`src/rtl/wb_host_pkg.sv`:
```
// Shared types and bus widths for the Wishbone single-transfer host.
package wb_host_pkg;

  localparam int unsigned WB_ADR_W = 32;
  localparam int unsigned WB_DAT_W = 32;
  localparam int unsigned WB_SEL_W = 4;

  typedef enum logic [1:0] {
    IDLE = 2'd0,
    BUS  = 2'd1,
    RESP = 2'd2
  } state_e;

  typedef struct packed {
    logic [WB_DAT_W-1:0] dat;
    logic                err;
  } rsp_t;

endpackage

```
`src/rtl/wb_host_timeout.sv`:
```
// Ack-wait counter: cleared at command accept, counts idle bus cycles,
// flags the last allowed cycle.
module wb_host_timeout #(
  parameter int unsigned CNT_W          = 16,
  parameter int unsigned TIMEOUT_CYCLES = 255
) (
  input  logic clk,
  input  logic rst,
  input  logic clr,
  input  logic en,
  output logic expire_c
);

  localparam logic [CNT_W-1:0] LAST = CNT_W'(TIMEOUT_CYCLES - 1);

  logic [CNT_W-1:0] cnt_q;

  always_ff @(posedge clk) begin
    if (rst) begin
      cnt_q <= '0;
    end else if (clr) begin
      cnt_q <= '0;
    end else if (en) begin
      cnt_q <= cnt_q + CNT_W'(1);
    end
  end

  assign expire_c = (cnt_q == LAST);

endmodule

```
`src/rtl/wb_host_master.sv`:
```
// Wishbone classic initiator: one command in, one bus cycle, one response out,
// with an ack timeout that turns a hung cycle into an error response.
module wb_host_master
  import wb_host_pkg::*;
#(
  parameter int unsigned TIMEOUT_CYCLES = 255,
  parameter int unsigned CNT_W          = 16
) (
  input  logic                wb_clk_i,
  input  logic                wb_rst_i,
  input  logic                cmd_valid_i,
  output logic                cmd_ready_o,
  input  logic                cmd_we_i,
  input  logic [WB_ADR_W-1:0] cmd_adr_i,
  input  logic [WB_DAT_W-1:0] cmd_dat_i,
  input  logic [WB_SEL_W-1:0] cmd_sel_i,
  output logic                rsp_valid_o,
  input  logic                rsp_ready_i,
  output logic [WB_DAT_W-1:0] rsp_dat_o,
  output logic                rsp_err_o,
  output logic                wbm_cyc_o,
  output logic                wbm_stb_o,
  output logic                wbm_we_o,
  output logic [WB_ADR_W-1:0] wbm_adr_o,
  output logic [WB_DAT_W-1:0] wbm_dat_o,
  output logic [WB_SEL_W-1:0] wbm_sel_o,
  input  logic                wbm_ack_i,
  input  logic [WB_DAT_W-1:0] wbm_dat_i
);

  state_e              state_q, state_d;
  logic                cyc_q, cyc_d;
  logic                we_q, we_d;
  logic [WB_ADR_W-1:0] adr_q, adr_d;
  logic [WB_DAT_W-1:0] dat_q, dat_d;
  logic [WB_SEL_W-1:0] sel_q, sel_d;
  logic                rsp_valid_q, rsp_valid_d;
  rsp_t                rsp_q, rsp_d;
  logic                cnt_clr, cnt_en, expire_c;

  wb_host_timeout #(
    .CNT_W          (CNT_W),
    .TIMEOUT_CYCLES (TIMEOUT_CYCLES)
  ) u_timeout (
    .clk      (wb_clk_i),
    .rst      (wb_rst_i),
    .clr      (cnt_clr),
    .en       (cnt_en),
    .expire_c (expire_c)
  );

  always_ff @(posedge wb_clk_i) begin
    if (wb_rst_i) begin
      state_q     <= IDLE;
      cyc_q       <= 1'b0;
      we_q        <= 1'b0;
      adr_q       <= '0;
      dat_q       <= '0;
      sel_q       <= '0;
      rsp_valid_q <= 1'b0;
      rsp_q       <= '0;
    end else begin
      state_q     <= state_d;
      cyc_q       <= cyc_d;
      we_q        <= we_d;
      adr_q       <= adr_d;
      dat_q       <= dat_d;
      sel_q       <= sel_d;
      rsp_valid_q <= rsp_valid_d;
      rsp_q       <= rsp_d;
    end
  end

  // Next-state and next register values; ack beats a same-cycle timeout.
  always_comb begin
    state_d     = state_q;
    cyc_d       = cyc_q;
    we_d        = we_q;
    adr_d       = adr_q;
    dat_d       = dat_q;
    sel_d       = sel_q;
    rsp_valid_d = rsp_valid_q;
    rsp_d       = rsp_q;
    cnt_clr     = 1'b0;
    cnt_en      = 1'b0;

    unique case (state_q)
      IDLE: begin
        if (cmd_valid_i) begin
          we_d    = cmd_we_i;
          adr_d   = cmd_adr_i;
          dat_d   = cmd_dat_i;
          sel_d   = cmd_sel_i;
          cyc_d   = 1'b1;
          cnt_clr = 1'b1;
          state_d = BUS;
        end
      end
      BUS: begin
        if (wbm_ack_i) begin
          cyc_d       = 1'b0;
          rsp_valid_d = 1'b1;
          rsp_d.dat   = we_q ? '0 : wbm_dat_i;
          rsp_d.err   = 1'b0;
          state_d     = RESP;
        end else if (expire_c) begin
          cyc_d       = 1'b0;
          rsp_valid_d = 1'b1;
          rsp_d.dat   = '0;
          rsp_d.err   = 1'b1;
          state_d     = RESP;
        end else begin
          cnt_en = 1'b1;
        end
      end
      RESP: begin
        if (rsp_ready_i) begin
          rsp_valid_d = 1'b0;
          state_d     = IDLE;
        end
      end
      default: state_d = IDLE;
    endcase
  end

  assign cmd_ready_o = (state_q == IDLE);
  assign wbm_cyc_o   = cyc_q;
  assign wbm_stb_o   = cyc_q;
  assign wbm_we_o    = we_q;
  assign wbm_adr_o   = adr_q;
  assign wbm_dat_o   = dat_q;
  assign wbm_sel_o   = sel_q;
  assign rsp_valid_o = rsp_valid_q;
  assign rsp_dat_o   = rsp_q.dat;
  assign rsp_err_o   = rsp_q.err;

endmodule

```
`config.mk`:
```
export PLATFORM = sky130hd
export DESIGN_NAME = wb_host_master
export DESIGN_NICKNAME = d
export VERILOG_FILES = /design/src/rtl/wb_host_pkg.sv /design/src/rtl/wb_host_timeout.sv /design/src/rtl/wb_host_master.sv
export SDC_FILE = /design/constraint.sdc
export NUM_CORES = 1
export LEC_CHECK = 0
export BUFFER_PORTS_ARGS = -buffer_cell sky130_fd_sc_hd__buf_2
export CAP_MARGIN = 20
export CORE_ASPECT_RATIO = 1.4
export CORE_UTILIZATION = 42
export DETAILED_ROUTE_END_ITERATION = 10
export PLACE_DENSITY = 0.76
export RECOVER_POWER = 100
export SLEW_MARGIN = 20
export SYNTH_ARGS = -nofsm -noshare
export SYNTH_HDL_FRONTEND = slang
export SYNTH_SLANG_ARGS = --single-unit
```
`constraint.sdc`:
```
create_clock -name wb_clk_i -period 1.55 [get_ports wb_clk_i]
set_input_delay 0.155 -clock wb_clk_i [delete_from_list [all_inputs] [get_ports wb_clk_i]]
set_output_delay 0.155 -clock wb_clk_i [all_outputs]
set_load 0.02 [all_outputs]
```
# After elaboration in Yosys (flattened, before gate mapping)
# Index checks and enable logic that the tools add are counted.
# totals
reg_bits	122
in_bits	106
output_inout_bits	106
wordCells	48
# classes
n_addsub	1
eq_ne	6
n_mux	21
reduce_logical	10
# ops
cell	n
$mux W33	2
$mux W32	1
$add A16 B1 Y16 const B	1
$eq A16 B8 Y1 const B	1
$mux W1	11
$reduce_and A3 Y1	3
$mux W2	4
$pmux W2 S3	1
$reduce_bool A2 Y1	3
$ne A2 B2 Y1 const B	2
$pmux W1 S2	2
$reduce_and A2 Y1	2
$ne A3 B3 Y1 const B	1
$eq A2 B1 Y1 const B	1
$eq A2 B2 Y1 const B	1
$logic_not A2 Y1	1
$reduce_or A2 Y1	1

# Longest topological paths before layout
# depth
depth_word	4
ltp_mapped	8
mapped_depth_nobuf	6

# Hierarchy
# A second synthesis with hierarchy kept.
# unflattened
cells_unflattened	562
hier_area_um2	5222.5
# modules_own_cells
mod	instances	cells_per_inst	area_per_inst_um2	seq_area_each_um2
wb_host_master	1	472	4421.7	2122.0
wb_host_timeout	1	90	800.8	320.3

# Worst setup path after synthesis
# No wires, ideal clock.
# synth_timing
kind	flip-flop to flip-flop
from	register u_timeout.cnt_q[0]
to	register u_timeout.cnt_q[6]
setup_time_ns	0.070
t_arrival_ns	1.625
required_ns	1.480
slack_ns	-0.146
path_stages_with_launch	8
path_buffers	1
synth_period_minus_slack_ns	1.696
path_cell_list	dfxtp_1 inv_1 ha_1 and4b_1 and4_1 buf_6 or4_1 a21oi_1
# synth_between
elab_chain_cells	4
elab_cells_between_ends	5
cone_classes	add/sub: 1; eq/ne: 1; mux: 3
# synth_rtl
item	line_no	rtl
start, declared	wb_host_timeout.sv:16	logic [CNT_W-1:0] cnt_q;
start signal, assigned	wb_host_timeout.sv:24	cnt_q <= cnt_q + CNT_W'(1);
parallel branches: the longest is 4 deep, another holds $add A16 B1 Y16	-	
# Several ways; the timed one is not identified.
# A chain may end at the register's enable or synchronous reset.

# Worst setup path in the final report
# Same ends and word-level chain as after synthesis.

==> flow_summary.json <==
{
  "status": "finished, violations left",
  "failed_checks": "setup timing",
  "yosysSeqAreaShare_pct": 54.0,
  "numCtsBuffers": 17,
  "dieWidth_um": 89.7,
  "cp-end-kind": "flip-flop",
  "synth_area_leaders": "dfxtp_1 (54%), nand2_1 (12%), a21oi_1 (9.2%), a32o_1 (6.9%), clkbuf_1 (2.3%)",
  "ys.flop_type": "dfxtp_1",
  "path_max_fanout": 6,
  "max-slew-margin-rel_pct": 65.0,
  "netlist_area_um2": 4520,
  "fp.coreArea_um2": 10400,
  "synth-edff-count": 0,
  "hp-class": "input port to flip-flop",
  "hold_depth": 3,
  "worstSetupStartpointType": "flip-flop",
  "via_per_inst": 5.21,
  "ys_warn_count": 0,
  "syn_inst": 509,
  "dp.cells": 861,
  "ctsRootBufferMaster": "clkbuf_16",
  "critPathMaxStageDelay_ns": 0.54,
  "rows": 44,
  "hpwl_um": 9170,
  "p_leak_nw": 3.05,
  "grt_max_degree": 53,
  "cp.arrival_ns": 2.02,
  "total_power_mw": 8.34,
  "fin_ws_ns": -0.134,
  "final_antenna_net_count": 0,
  "avgSynthCellArea_um2": 8.89,
  "die_h_um": 125,
  "clock_sinks": 122,
  "grtUsageTotal_pct": 27.7,
  "async_reset_ff_share_pct": 0,
  "yosysMostFrequentCell": "nand2_1",
  "ctsHtreeMaxLevel": 4,
  "yosys-top-cells-count": "nand2_1 (145), dfxtp_1 (122), a21oi_1 (83)",
  "drc": 0,
  "synth_top_area_cell": "dfxtp_1",
  "crit_cells": 6,
  "cts_tree": "built",
  "synth_nets": 617,
  "area_delta_synth_final_pct": 67.1,
  "fin_util_pct": 72.6,
  "stdcell_area_um2": 7560,
  "vias": 5149,
  "dieArea_um2": 11200,
  "grt_pass1_wl_um": 24700,
  "layout_min_cycle_time_ns": 1.68,
  "irDropWorstVdd_mv": 0.877,
  "ys_types": 46,
  "drive_gt1_share_pct": 26.7,
  "crit_chain": "inv_4 -> ha_4 -> and4b_1 -> and4_4 -> or4_4 -> a21oi_2",
  "overflow": 0,
  "wl_per_cell_um": 16.1,
  "max_slew.worst_pin.slew_ns": 0.525,
  "boundaryPins": 212,
  "n_antenna_cell": 0,
  "skew_ns": 0.0156,
  "initialDrtViolationCount": 254,
  "power.density_nw_per_um2": 1100,
  "ys_seq_elements": 122,
  "final_cells": 989,
  "grt_pass1_vias": 5320,
  "rsz0062_at_grt": "true",
  "reg2regPathDepth": 6,
  "start_util_pct": 43.5,
  "setup_viol": 38,
  "placed_cell_area_um2": 5950,
  "nets": 947,
  "clk_latency_ns": 0.41,
  "critPathKind": "flip-flop to flip-flop",
  "fmax_mhz": 594,
  "portBuffers": 211,
  "path_buf_inv": 1,
  "synth_top_area_share_pct": 54.0,
  "drt_wl_total_um": 15900,
  "place.gp.congestion": 0.799,
  "clk_pin_slew_ns": 0.05,
  "dr.pass1.iters": 7,
  "cp_top_family": "simple AND/OR/NAND/NOR gates",
  "drv_cap": 0,
  "grt_antenna_before_repair": 0,
  "clockBufferDepth": 2,
  "hold_viol": 0,
  "slowest_stage": "or4_4",
  "drv_slew": 0,
  "critPathRequiredTime_ns": 1.89,
  "period_share_pct": 109
}
-- cells in the final DEF (no fill, tap or decap), drive strengths merged, types with 7 or more instances in the layout --
master,count
a21oi,83
a32o,31
buf,154
clkbuf,125
clkinv,8
dfxtp,122
dlygate4sd3,93
inv,8
nand2,145
nor3,9
or3,7
-- worst min-delay path: stages --
cell	delay, ns
buf_2	0.10
nand2_1	0.05
a21oi_1	0.05
-- routing by layer --
layer	part of all wire [%]	GRT usage (%)	vias to the layer above
met3	4.9	5.49	69
li1	-	-	2434
met2	55	52.0	236
met4	5.2	18.3	0
met5	0	0	-
met1	35	27.0	2410
-- timing repair --
item                                    CTS  global route
hold buffers                             93             0
pin swaps                                 5            10
setup buffers                             2             0
endpoints found under the setup margin   49            83
cloned                                    2             0
resized for setup                        24            25
hold endpoints to repair                 93             0
-- logic make-up after synthesis --
group | Yosys count | share of synthesized area [%]
buffers and inverters | 50 | 5.37
AOI/OAI and AO/OA | 134 | 19.4
muxes | 2 | 0.443
adders and majority gates | 2 | 0.553
DFF | 122 | 54.0
and+or+nand+nor | 197 | 19.8
xor gates and xnor gates | 2 | 0.387
-- power breakdown --
group	internal [mW]	switching, mW	total [mW]
Sequential	3.30	0.0956	3.39
Combinational	0.506	0.676	1.18
Clock	2.39	1.38	3.77
Total	6.19	2.15	8.34
-- metrics by stage --
step	TNS [ns]	setup slack (ns)	hold WS [ns]
after detailed placement	-5.80	-0.192	0.370
after floorplan	-0.202	-0.0552	0.281
after CTS	-0.985	-0.0790	0.000961
after global placement	-4.32	-0.151	0.366
after global routing	-4.67	-0.161	0.0152
final	-2.89	-0.134	0.0159
-- path summary, 6_finish.rpt --
kind	startpoint	to	slack, ns
max	u_timeout.cnt_q[0]	u_timeout.cnt_q[6]	-0.13
min	cmd_adr_i[9]	wbm_adr_o[9]	0.02
max reg2reg	u_timeout.cnt_q[0]	u_timeout.cnt_q[6]	-0.13
min reg2reg	wbm_dat_o[11]	wbm_dat_o[11]	0.45
-- flip-flops by register name, indices dropped and copies added (netlist names) --
name             count
wbm_sel_o            4
rsp_valid_o          1
rsp_dat_o           32
state_q              2
rsp_err_o            1
wbm_we_o             1
wbm_dat_o           32
wbm_cyc_o            1
wbm_adr_o           32
u_timeout.cnt_q     16
-- cell type report --
class / instances / area, um^2
Clock buffer: 19 / 443
Timing Repair Buffer: 353 / 2310
Multi-Input combinational cell: 337 / 2020
Sequential cell: 122 / 2460
Tap cell: 138 / 173
Inverter: 8 / 32.5
Clock inverter: 12 / 126
Fill cell: 740 / 2850
Note: power is estimated with default switching activity, not from simulation.
